## config.mk

```make
export PLATFORM = sky130hd
export DESIGN_NAME = fetch_unit
export DESIGN_NICKNAME = d
export VERILOG_FILES = /design/src/rtl/cpu_pkg.sv /design/src/rtl/fetch_buf2.sv /design/src/rtl/fetch_unit.sv
export SDC_FILE = /design/constraint.sdc
export NUM_CORES = 1
export LEC_CHECK = 0
export BUFFER_PORTS_ARGS = -buffer_cell sky130_fd_sc_hd__buf_2
export CAP_MARGIN = 40
export CORE_ASPECT_RATIO = 0.6
export CORE_MARGIN = 1.5
export CORE_UTILIZATION = 48
export CTS_CLUSTER_DIAMETER = 150
export DETAILED_ROUTE_END_ITERATION = 10
export GPL_ROUTABILITY_DRIVEN = 0
export PLACE_DENSITY = 0.75
export SYNTH_ARGS = -nofsm -noshare
export SYNTH_HDL_FRONTEND = slang
export SYNTH_HIERARCHICAL = 1
export SYNTH_SLANG_ARGS = --single-unit
```

## constraint.sdc

```tcl
create_clock -name clk -period 2.9 [get_ports clk]
set_clock_uncertainty 0.15 [all_clocks]
set_input_delay 0.725 -clock clk [delete_from_list [all_inputs] [get_ports clk]]
set_output_delay 0.725 -clock clk [all_outputs]
set_load 0.01 [all_outputs]
```

## src/rtl/cpu_pkg.sv

```systemverilog
// Shared CPU definitions: datapath widths, opcodes decoded by Control_unit,
// and the fetch sequencer state type.
package cpu_pkg;

  localparam int PC_W    = 8;
  localparam int INSTR_W = 16;

  localparam logic [3:0] OP_ADD  = 4'b0000;
  localparam logic [3:0] OP_SUB  = 4'b0010;
  localparam logic [3:0] OP_LOAD = 4'b0100;
  localparam logic [3:0] OP_JUMP = 4'b1000;
  localparam logic [3:0] OP_BR0  = 4'b1101;
  localparam logic [3:0] OP_BR1  = 4'b1110;
  localparam logic [3:0] OP_BR2  = 4'b1111;

  typedef enum logic {
    RUN    = 1'b0,
    HALTED = 1'b1
  } fetch_state_t;

endpackage

```

## src/rtl/fetch_buf2.sv

```systemverilog
// Two-entry skid buffer between instruction memory and the decoder:
// an output slot presented downstream plus a one-word prefetch slot.
module fetch_buf2 #(
  parameter int PC_W    = cpu_pkg::PC_W,
  parameter int INSTR_W = cpu_pkg::INSTR_W
) (
  input  logic               clk,
  input  logic               rst,
  input  logic               flush,
  input  logic               wr_en,
  input  logic [INSTR_W-1:0] wr_data,
  input  logic [PC_W-1:0]    wr_pc,
  input  logic               rd_en,
  output logic [INSTR_W-1:0] out_data,
  output logic [PC_W-1:0]    out_pc,
  output logic               out_valid,
  output logic               has_room
);
  import cpu_pkg::*;

  logic [INSTR_W-1:0] pf_data;
  logic [PC_W-1:0]    pf_pc;
  logic               pf_valid;
  logic               out_free;

  // A write lands in the output slot only when that keeps program order.
  assign out_free = ~out_valid | (rd_en & ~pf_valid);
  assign has_room = ~(out_valid & pf_valid);

  always_ff @(posedge clk) begin
    if (rst) begin
      out_valid <= 1'b0;
      out_data  <= '0;
      out_pc    <= '0;
      pf_valid  <= 1'b0;
    end else if (flush) begin
      out_valid <= 1'b0;
      pf_valid  <= 1'b0;
    end else begin
      if (wr_en && out_free) begin
        out_data  <= wr_data;
        out_pc    <= wr_pc;
        out_valid <= 1'b1;
      end else if (rd_en && pf_valid) begin
        out_data  <= pf_data;
        out_pc    <= pf_pc;
        out_valid <= 1'b1;
      end else if (rd_en) begin
        out_valid <= 1'b0;
      end

      if (wr_en && !out_free) begin
        pf_data  <= wr_data;
        pf_pc    <= wr_pc;
        pf_valid <= 1'b1;
      end else if (rd_en && pf_valid) begin
        pf_valid <= 1'b0;
      end
    end
  end

endmodule

```

## src/rtl/fetch_unit.sv

```systemverilog
// Instruction fetch sequencer: owns the PC, issues one outstanding read at a
// time, and flushes the buffered stream on a jump or taken branch at accept.
module fetch_unit #(
  parameter int              PC_W     = cpu_pkg::PC_W,
  parameter int              INSTR_W  = cpu_pkg::INSTR_W,
  parameter logic [PC_W-1:0] RESET_PC = '0
) (
  input  logic               clk,
  input  logic               rst,
  output logic               imem_req,
  output logic [PC_W-1:0]    imem_addr,
  input  logic               imem_rvalid,
  input  logic [INSTR_W-1:0] imem_rdata,
  output logic [INSTR_W-1:0] instruction,
  output logic               instr_valid,
  input  logic               instr_ready,
  output logic [PC_W-1:0]    instr_pc,
  input  logic               pc_jump,
  input  logic               branch_taken,
  input  logic [PC_W-1:0]    target_adr,
  input  logic               halt
);
  import cpu_pkg::*;

  fetch_state_t    state, state_nxt;
  logic [PC_W-1:0] fetch_pc;
  logic [PC_W-1:0] req_pc;
  logic            outstanding;
  logic            drop;
  logic            accept;
  logic            flush;
  logic            rsp_wr;
  logic            buf_room;

  assign accept    = instr_valid & instr_ready;
  assign flush     = accept & (pc_jump | branch_taken);
  assign rsp_wr    = imem_rvalid & ~drop & ~flush;
  assign imem_req  = ~rst & (state == RUN) & ~halt & ~outstanding & buf_room;
  assign imem_addr = fetch_pc;

  always_ff @(posedge clk) begin
    if (rst) state <= RUN;
    else     state <= state_nxt;
  end

  always_comb begin
    state_nxt = state;
    case (state)
      RUN:    if (halt)  state_nxt = HALTED;
      HALTED: if (!halt) state_nxt = RUN;
    endcase
  end

  // A request issued in the same cycle as a redirect targets the stale PC,
  // so it is dropped exactly like one already in flight.
  always_ff @(posedge clk) begin
    if (rst) begin
      fetch_pc    <= RESET_PC;
      outstanding <= 1'b0;
      drop        <= 1'b0;
    end else begin
      if (flush)         fetch_pc <= target_adr;
      else if (imem_req) fetch_pc <= fetch_pc + 1'b1;

      if (imem_req)         outstanding <= 1'b1;
      else if (imem_rvalid) outstanding <= 1'b0;

      if (flush && ((outstanding && !imem_rvalid) || imem_req)) drop <= 1'b1;
      else if (imem_rvalid)                                      drop <= 1'b0;
    end
  end

  always_ff @(posedge clk) begin
    if (imem_req) req_pc <= fetch_pc;
  end

  fetch_buf2 #(
    .PC_W    (PC_W),
    .INSTR_W (INSTR_W)
  ) u_buf (
    .clk       (clk),
    .rst       (rst),
    .flush     (flush),
    .wr_en     (rsp_wr),
    .wr_data   (imem_rdata),
    .wr_pc     (req_pc),
    .rd_en     (accept),
    .out_data  (instruction),
    .out_pc    (instr_pc),
    .out_valid (instr_valid),
    .has_room  (buf_room)
  );

endmodule

```

==> impl_metrics.csv, run 1 <==
group,metric,value,unit
power,peakVddDrop,0.272,mV
floorplanning,core_area,5570,µm²
drt,dr.pass1.iters,4,
yosys,synthAdderAreaFrac,0.450,%
clocking,cts_made_buffers,9,
yosys,yosysUniqueCellTypes,41,
clocking,cts_buffer_depth,2,
worst_setup_path,setup.worst_path.start_class,"register",
yosys,synth-simple-area-share,17.2,%
worst_setup_path,crit_chain,"nand2_1 > or3b_4 > or3_4 > inv_1 > buf_2",
finish,utilization,61.4,%
clocking,cts_root_buf,"clkbuf_8",
grt,grt_util_all_layers,18.0,%
yosys,synthCells,244,
yosys,synth_nets,276,
clocking,cts_tree,"built",
floorplanning,io-pin-count,65,
worst_setup_path,cp_max_fo,9,
sta,layout_min_cycle_time,2.76,ns
worst_setup_path,worst-path-buf-inv,2,
finish,drive_above_1_share,33.2,%
sta,setup_viol,0,
clocking,insertion_delay,0.34,ns
finish,final_nets,343,
yosys,synthMuxAreaShare,0.360,%
drt,vias,1999,
power,p_leak,1.39,nW
yosys,yosysWarningCount,6,
floorplanning,die_x,101,µm
min_path,hold_class,"reg2reg",
power,p_per_area,688,nW/µm²
worst_setup_path,cp.arrival,1.88,ns
placement,dp_slack,0.194,ns
yosys,ys_seq_elements,69,
worst_setup_path,worst_ep_required_time,2.03,ns
worst_setup_path,cpPeakStageDelay,0.41,ns
clocking,cts_sinks,69,
yosys,synth_compound_area_share,14.3,%
grt,grt_first_pass_wirelength,8250,µm
sta,hold_violations,0,
drt,wl_per_cell,13.2,µm
drt,viasPerCell,5.05,
placement,portBuffers,64,
grt,antenna_found_initial,0,
sta,layout_setup_ws,0.143,ns
finish,syn2layout_area_growth,23.0,%
worst_setup_path,slowest_stage,"or3b_4",
finish,final_common_cell,"buf_2",
floorplanning,die-area,6270,µm²
drt,antenna_left,0,
yosys,netlist_area,2780,µm²
finish,layout_common_cells,"64 x buf_2, 52 x nand2_1, 37 x dfxtp_1, 34 x nor2_1, 32 x edfxtp_1",
worst_setup_path,worst-setup-path-type,"reg2out",
worst_setup_path,path_delay_family,"simple AND/OR/NAND/NOR gates",
sta,setup_tns,0,ns
sta,slew_headroom,50.2,%
power,p_total,2.35,mW
drt,routed_wl,5220,µm
sta,post-route-period-util,95.1,%
floorplanning,die_y,62.0,µm
clocking,clkSlewWorstSetupHoldPaths,0.07,ns
run,drv_cap,0,
sta,finalMaxSlewViolations,0,
floorplanning,std_cell_rows,21,
sta,clock.fmax,0.363,GHz
yosys,synth_xor_area_share,2.16,%
grt,grt_max_degree,49,
placement,place_inst,380,
worst_setup_path,critPathCaptureType,"output port",
clocking,htreeDepth,3,
finish,stdcell_count,396,
yosys,synth_area_per_cell,11.4,µm²
grt,grt_pass1_vias,1722,
sta,rsz0062_at_grt,"no",
status,status,"complete, no violations",
drt,drc_errors,0,
finish,n_fill_cell,482,
yosys,synth_top_family_by_area,"simple AND/OR/NAND/NOR gates",
sta,tightest_slew,0.747,ns
drt,drtIter0Drc,85,
grt,grt.overflow.total,0,
finish,num_antenna_cells,0,
yosys,ys_seq_area_share,61.2,%
floorplanning,start_util,49.9,%
placement,dp_hpwl,3490,µm
-- report_power, final --
group          internal (mW)  leakage (nW)  total, mW  switching [mW]
logic                  0.151         0.676      0.349           0.198
registers               1.09         0.598       1.14          0.0461
clock network          0.506         0.117      0.863           0.356
-- layer usage --
metal	routed length (µm)	share of wire, %	up-vias	GRT usage [%]
met3	438	8.4	10	7.83
met1	2580	49	894	24.7
met4	70	1.3	0	6.55
met5	0	0	-	0
li1	-	-	1018	-
met2	2130	41	77	25.4
-- cell families (layout without fill, tap and decap cells) --
kind of cell | count (synthesis) | count (layout)
xor gates and xnor gates | 6 | 6
adders and majority gates | 1 | 1
and+or+nand+nor | 107 | 107
DFF | 69 | 69
buffers and inverters | 18 | 90
muxes | 1 | 1
AOI/OAI and AO/OA | 42 | 42
-- timing repair --
action	4_1_cts	5_1_grt
hold buffers	0	0
gates resized for setup	0	1
hold endpoints to repair	0	0
buffers inserted	0	0
setup endpoints to repair	0	1
-- area by class of cell --
type                       instances  area, µm²  share of cell area [%]
tap                               80        100                    2.93
multi-input combinational        157        972                    28.4
timing repair buffer              71        410                    12.0
sequential                        69       1700                    49.8
clock buffer                      10        138                    4.03
clock inverter                     6       85.1                    2.49
inverter                           3       11.3                   0.329
-- stage by stage --
step	hold WS [ns]	cell area, µm²
detailed placement	0.281	3190
global route	0.317	3420
global placement	0.281	3190
finish	0.301	3420
CTS	0.300	3410
floorplan	0.276	2780
-- worst register-to-register path, cell delays in order (launching register included) --
cell and delay [ns]:
dfxtp_1 0.51, o211ai_1 0.17, inv_1 0.20, nor3b_1 0.08, buf_4 0.15, a21bo_1 0.66, nand2_1 0.16, a311oi_2 0.28
-- synth_stat cells, drive strengths merged --
cell type | instances | area [µm²]
inv | 3 | 11.3
nand2 | 52 | 195
edfxtp | 32 | 961
a311oi | 25 | 257
a21boi | 1 | 18.8
nor2 | 34 | 128
buf | 11 | 93.8
nor3 | 2 | 10.0
or3b | 2 | 20.0
o21ai | 2 | 10.0
nor2b | 1 | 6.26
or3 | 2 | 12.5
xor2 | 4 | 42.6
nand4 | 1 | 6.26
and3 | 1 | 6.26
and4 | 2 | 17.5
o211ai | 1 | 7.51
a211oi | 7 | 57.6
nor3b | 3 | 22.5
and2 | 1 | 6.26
a21bo | 1 | 10.0
o32ai | 1 | 8.76
nand3 | 2 | 10.0
or2 | 1 | 6.26
a31o | 1 | 8.76
clkbuf | 4 | 15.0
xnor2 | 2 | 17.5
and4bb | 1 | 12.5
a21oi | 3 | 18.8
nand2b | 2 | 20.0
dfxtp | 37 | 741
mux2i | 1 | 10.0
ha | 1 | 12.5
-- path summary, 6_finish.rpt --
check             depth (start not counted)            start                 end  slack (ns)
setup / recovery                          5  u_buf/out_valid            imem_req        0.14
hold / removal                            0        req_pc[3]      u_buf/pf_pc[3]        0.30
setup reg to reg                          7  u_buf/out_valid  u_buf/out_data[13]        0.47
hold reg to reg                           0        req_pc[3]      u_buf/pf_pc[3]        0.30
-- sequential cells by signal, indices dropped and copies added, names as in the netlist, 8 cells and up --
signal          count
req_pc              8
imem_addr           8
u_buf/pf_pc         8
u_buf/out_data     16
u_buf/out_pc        8
u_buf/pf_data      16
(Power assumes the default switching activity.)
==> run 2, diff against run 1 <==
- CORE_MARGIN: 1.5 -> default
==> run 2 against run 1 <==
Sequential cell count unchanged. Die area down 2.6%. Sequential power about the same. Largest cell class unchanged.
==> impl_metrics.csv, run 2 (same netlist as run 1, synthesis figures left out) <==
group,metric,value,unit
drt,routed_wl,5340,µm
finish,stdcell_count,396,
worst_setup_path,worst-setup-path-type,"reg2out",
sta,rsz0062_at_grt,"no",
placement,dp_hpwl,3430,µm
grt,grt_util_all_layers,18.8,%
grt,grt.overflow.total,0,
power,p_total,2.32,mW
power,power_frac_comb,15.0,%
finish,top_regs,"u_buf/out_data: 16 flops, u_buf/pf_data: 16 flops",
drt,drtIter0Drc,87,
sta,hold_violations,0,
floorplanning,start_util,49.9,%
clocking,cts_made_buffers,9,
floorplanning,die_x,100,µm
sta,slew_headroom,47.8,%
grt,antenna_found_initial,0,
grt,grt_first_pass_wirelength,8310,µm
placement,placed_cell_area,3180,µm²
finish,fin_area,3400,µm²
sta,layout_min_cycle_time,2.76,ns
finish,drive_above_1_share,32.6,%
clocking,cts_setup_buffers,0,
drt,viasPerCell,5.11,
worst_setup_path,cp.arrival,1.88,ns
drt,dr.pass1.iters,4,
sta,clock.fmax,0.363,GHz
floorplanning,std_cell_rows,21,
finish,final_nets,343,
power,switching_share,25.0,%
finish,final_common_cell,"buf_2",
sta,tightest_slew,0.783,ns
finish,n_fill_cell,462,
sta,post-route-period-util,95.0,%
sta,setup_viol,0,
power,clkPwrFrac,35.9,%
placement,portBuffers,64,
clocking,htreeDepth,3,
sta,setup_tns,0,ns
clocking,cts_hold_buffers,0,
clocking,cts_tree,"built",
clocking,cts_buffer_depth,2,
worst_setup_path,reg2reg_depth,7,
worst_setup_path,worstReg2RegStart,"u_buf/out_valid",
worst_setup_path,critPathLaunch,"u_buf/out_valid",
drt,wl_per_cell,13.5,µm
worst_setup_path,setup.worst_path.start_class,"register",
min_path,hold_class,"reg2reg",
placement,dp_slack,0.197,ns
worst_setup_path,critical_path.endpoint,"imem_req",
worst_setup_path,critPathCaptureType,"output port",
finish,multiInputGateArea,972,µm²
clocking,cts_root_buf,"clkbuf_8",
worst_setup_path,worst_ep_required_time,2.03,ns
clocking,clkSlewWorstSetupHoldPaths,0.07,ns
drt,antenna_left,0,
floorplanning,die-area,6110,µm²
floorplanning,core_area,5570,µm²
worst_setup_path,cp_max_fo,9,
worst_setup_path,reg2reg_slack,0.45,ns
finish,layout_common_cells,"64 x buf_2, 52 x nand2_1, 37 x dfxtp_1, 34 x nor2_1, 32 x edfxtp_1",
worst_setup_path,r2r_end,"u_buf/out_data[2]",
sta,layout_setup_ws,0.144,ns
status,status,"complete, no violations",
finish,num_antenna_cells,0,
power,peakVddDrop,0.352,mV
run,drv_cap,0,
finish,syn2layout_area_growth,22.2,%
drt,drc_errors,0,
power,p_switching,0.580,mW
floorplanning,io-pin-count,65,
clocking,insertion_delay,0.34,ns
grt,grt_pass1_vias,1671,
power,p_int,1.74,mW
floorplanning,die_y,61.0,µm
finish,regArea,1700,µm²
power,p_per_area,684,nW/µm²
placement,place_inst,380,
sta,finalMaxSlewViolations,0,
power,sequentialPowerShare,49.0,%
power,p_leak,1.38,nW
grt,grt_max_degree,49,
drt,vias,2023,
clocking,cts_sinks,69,
-- run 2: metal layers --
metal  part of all wire [%]  track usage [%]  vias to the layer above
met1                     53             26.8                      937
li1                       -                -                     1018
met4                   0.28             4.97                        0
met3                    6.7             9.33                        2
met2                     40             25.0                       66
met5                      0                0                        -
-- run 2: metrics by stage --
step | utilization, % | hold WS, ns
after global placement | 57.1 | 0.282
after detailed placement | 57.1 | 0.284
final | 61.0 | 0.299
after global routing | 61.0 | 0.304
after CTS | 60.9 | 0.300
after floorplan | - | 0.276
-- run 2: power groups by stage --
stage,Combinational (mW),Sequential (mW),Clock (mW)
6_report,0.349,1.14,0.835
5_1_grt,0.389,1.15,0.900
2_1_floorplan,0.211,1.18,0
4_1_cts,0.349,1.14,0.859
3_3_place_gp,0.341,1.16,0
3_5_place_dp,0.348,1.16,0
-- run 2: worst max-delay path: stages (launching register included) --
cell and delay [ns]:
dfxtp_1 0.40, nand2_1 0.12, or3b_4 0.42, or3_4 0.39
inv_1 0.09, buf_2 0.13
-- run 2: how the worst min path moves through the flow --
stage / endpoint / depth (start not counted) / slack [ns] / startpoint
after global routing: u_buf/pf_pc[0] / 0 / 0.30 / req_pc[0]
after floorplan: u_buf/pf_pc[0] / 0 / 0.28 / req_pc[0]
final: u_buf/pf_pc[0] / 0 / 0.30 / req_pc[0]
after CTS: u_buf/pf_pc[0] / 0 / 0.30 / req_pc[0]
after detailed placement: u_buf/pf_pc[0] / 0 / 0.28 / req_pc[0]
after global placement: u_buf/pf_pc[2] / 0 / 0.28 / req_pc[2]
-- run 2: cell type report --
class | instances | share of cell area [%]
Multi-Input combinational cell | 157 | 28.6
Timing Repair Buffer | 71 | 11.7
Inverter | 3 | 0.331
Clock buffer | 11 | 4.16
Tap cell | 80 | 2.95
Sequential cell | 69 | 50.1
Clock inverter | 5 | 2.17
-- run 2: what timing repair did --
item                       4_1_cts  5_1_grt
hold endpoints to repair         0        0
resized for setup                0        1
setup endpoints to repair        0        1
==> run 3, diff against run 2 <==
- PLACE_DENSITY: 0.75 -> 0.82
- SETUP_SLACK_MARGIN: default -> 0.1
- SLEW_MARGIN: default -> 20
==> run 3 against run 2 <==
Clock-buffer cell count unchanged. Highest routed layer unchanged. Cell area decreased by 0.85%. Register-to-register slack improved by 0.14 ns. Worst setup slack improved by 0.069 ns. Sequential share of layout area increased by 0.46 points. Via count decreased by 0.89%. Wire length increased by 0.21%. Worst hold slack improved by 0.0011 ns. Power decreased by 1.0%. First-iteration DRC count decreased by 5.7%. Sequential cell count unchanged. Core utilization decreased by 0.52 points.
==> impl_metrics.csv, run 3 (same netlist as run 1, synthesis figures left out) <==
group,metric,value,unit
sta,finalMaxSlewViolations,0,
sta,setup_viol,0,
min_path,hold_path_startpoint,"req_pc[6]",
sta,hold_violations,0,
drt,viasPerCell,5.09,
worst_setup_path,cp.arrival,1.81,ns
floorplanning,core_area,5570,µm²
floorplanning,start_util,49.9,%
floorplanning,std_cell_rows,21,
min_path,hold_end,"u_buf/pf_pc[6]",
worst_setup_path,reg2reg_slack,0.59,ns
floorplanning,die-area,6110,µm²
worst_setup_path,cp_max_fo,9,
sta,layout_setup_ws,0.213,ns
placement,portBuffers,64,
worst_setup_path,setup.worst_path.start_class,"register",
worst_setup_path,reg2reg_depth,6,
worst_setup_path,crit_chain,"nand2_1 > or3b_4 > or3_4 > inv_1 > buf_2",
grt,grt_first_pass_wirelength,8580,µm
finish,final_common_cell,"buf_2",
worst_setup_path,slowest_stage,"or3b_4",
clocking,cts_tree,"built",
sta,post-route-period-util,92.7,%
worst_setup_path,worstReg2RegStart,"u_buf/out_valid",
status,status,"complete, no violations",
floorplanning,die_y,61.0,µm
finish,top_regs,"u_buf/out_data: 16 flops, u_buf/pf_data: 16 flops",
sta,layout_min_cycle_time,2.69,ns
clocking,cts_hold_buffers,0,
clocking,insertion_delay,0.34,ns
placement,dp_slack,0.111,ns
sta,fin_hold_ws,0.300,ns
min_path,hold_class,"reg2reg",
grt,antenna_found_initial,0,
drt,wl_per_cell,13.6,µm
grt,grt_max_degree,49,
finish,final_nets,341,
grt,grt_util_all_layers,19.0,%
grt,grt_pass1_vias,1724,
clocking,htreeDepth,3,
worst_setup_path,worst-setup-path-type,"reg2out",
sta,slew_headroom,47.9,%
clocking,cts_sinks,69,
worst_setup_path,r2r_end,"u_buf/out_pc[3]",
clocking,cts_buffer_depth,2,
grt,grt.overflow.total,0,
sta,clock.fmax,0.372,GHz
drt,drc_errors,0,
drt,routed_wl,5350,µm
floorplanning,io-pin-count,65,
clocking,cts_made_buffers,9,
min_path,hold_depth,0,
drt,vias,2005,
worst_setup_path,worst-path-buf-inv,2,
drt,antenna_left,0,
drt,dr.pass1.iters,5,
worst_setup_path,path_delay_family,"simple AND/OR/NAND/NOR gates",
worst_setup_path,worst_ep_required_time,2.03,ns
finish,drive_above_1_share,32.8,%
power,p_per_area,682,nW/µm²
worst_setup_path,cpPeakStageDelay,0.40,ns
worst_setup_path,critPathCaptureType,"output port",
sta,setup_tns,0,ns
finish,num_antenna_cells,0,
clocking,cts_root_buf,"clkbuf_8",
sta,tightest_slew,0.782,ns
finish,syn2layout_area_growth,21.2,%
finish,n_fill_cell,452,
sta,rsz0062_at_grt,"no",
power,p_leak,1.37,nW
placement,dp_hpwl,3530,µm
finish,layout_common_cells,"64 x buf_2, 52 x nand2_1, 36 x dfxtp_1, 34 x nor2_1, 32 x edfxtp_1",
run,drv_cap,0,
floorplanning,die_x,100,µm
power,peakVddDrop,0.288,mV
clocking,clkSlewWorstSetupHoldPaths,0.07,ns
drt,drtIter0Drc,82,
## run 3: per-layer routing
metal | routed length [µm] | up-vias | GRT usage (%)
met3 | 500 | 4 | 8.53
met2 | 2270 | 94 | 28.6
met4 | 33 | 0 | 4.97
li1 | - | 1015 | -
met5 | 0 | - | 0
met1 | 2550 | 892 | 25.2
## run 3: how the worst max path moves through the flow
stage	from	end	slack (ns)	cells after the start
finish	u_buf/out_valid	imem_req	0.21	5
global route	u_buf/out_valid	imem_req	0.12	5
detailed placement	branch_taken	u_buf/out_pc[6]	0.11	9
global placement	branch_taken	u_buf/out_data[15]	0.27	9
floorplan	branch_taken	u_buf/out_data[10]	0.22	8
CTS	u_buf/out_valid	imem_req	0.13	5
## run 3: area by class of cell
| type | instances | area, µm² | area share [%] |
|---|---|---|---|
| Tap cell | 80 | 100 | 2.97 |
| Clock buffer | 11 | 131 | 3.90 |
| Sequential cell | 69 | 1700 | 50.5 |
| Inverter | 3 | 11.3 | 0.334 |
| Clock inverter | 5 | 75.1 | 2.23 |
| Multi-Input combinational cell | 157 | 978 | 29.0 |
| Timing Repair Buffer | 69 | 370 | 11.0 |
## run 3: power breakdown
part	switching (mW)	internal, mW
logic	0.201	0.144
registers	0.0466	1.09
clock network	0.333	0.480
## run 3: worst reg2reg max path: cells and delay by family, from the launching register on
| kind | cells | cell delay [ns] |
|---|---|---|
| DFF | 1 | 0.42 |
| buffers and inverters | 1 | 0.22 |
| AOI/OAI and AO/OA | 3 | 1.13 |
| and+or+nand+nor | 2 | 0.30 |
## run 3: what timing repair did
item / in CTS / in global routing
setup endpoints to repair: 1 / 1
buffers inserted: 0 / 0
resized for setup: 1 / 1
endpoints found under the hold margin: 0 / 0
## run 3: through the flow
| stage | total power [mW] | area [µm²] | std cells | util, % |
|---|---|---|---|---|
| global placement | 1.49 | 3160 | 378 | 56.7 |
| floorplan | 1.39 | 2790 | 244 | - |
| detailed placement | 1.51 | 3160 | 378 | 56.7 |
| CTS | 2.32 | 3370 | 394 | 60.5 |
| global route | 2.41 | 3370 | 394 | 60.5 |
| finish | 2.30 | 3370 | 394 | 60.5 |
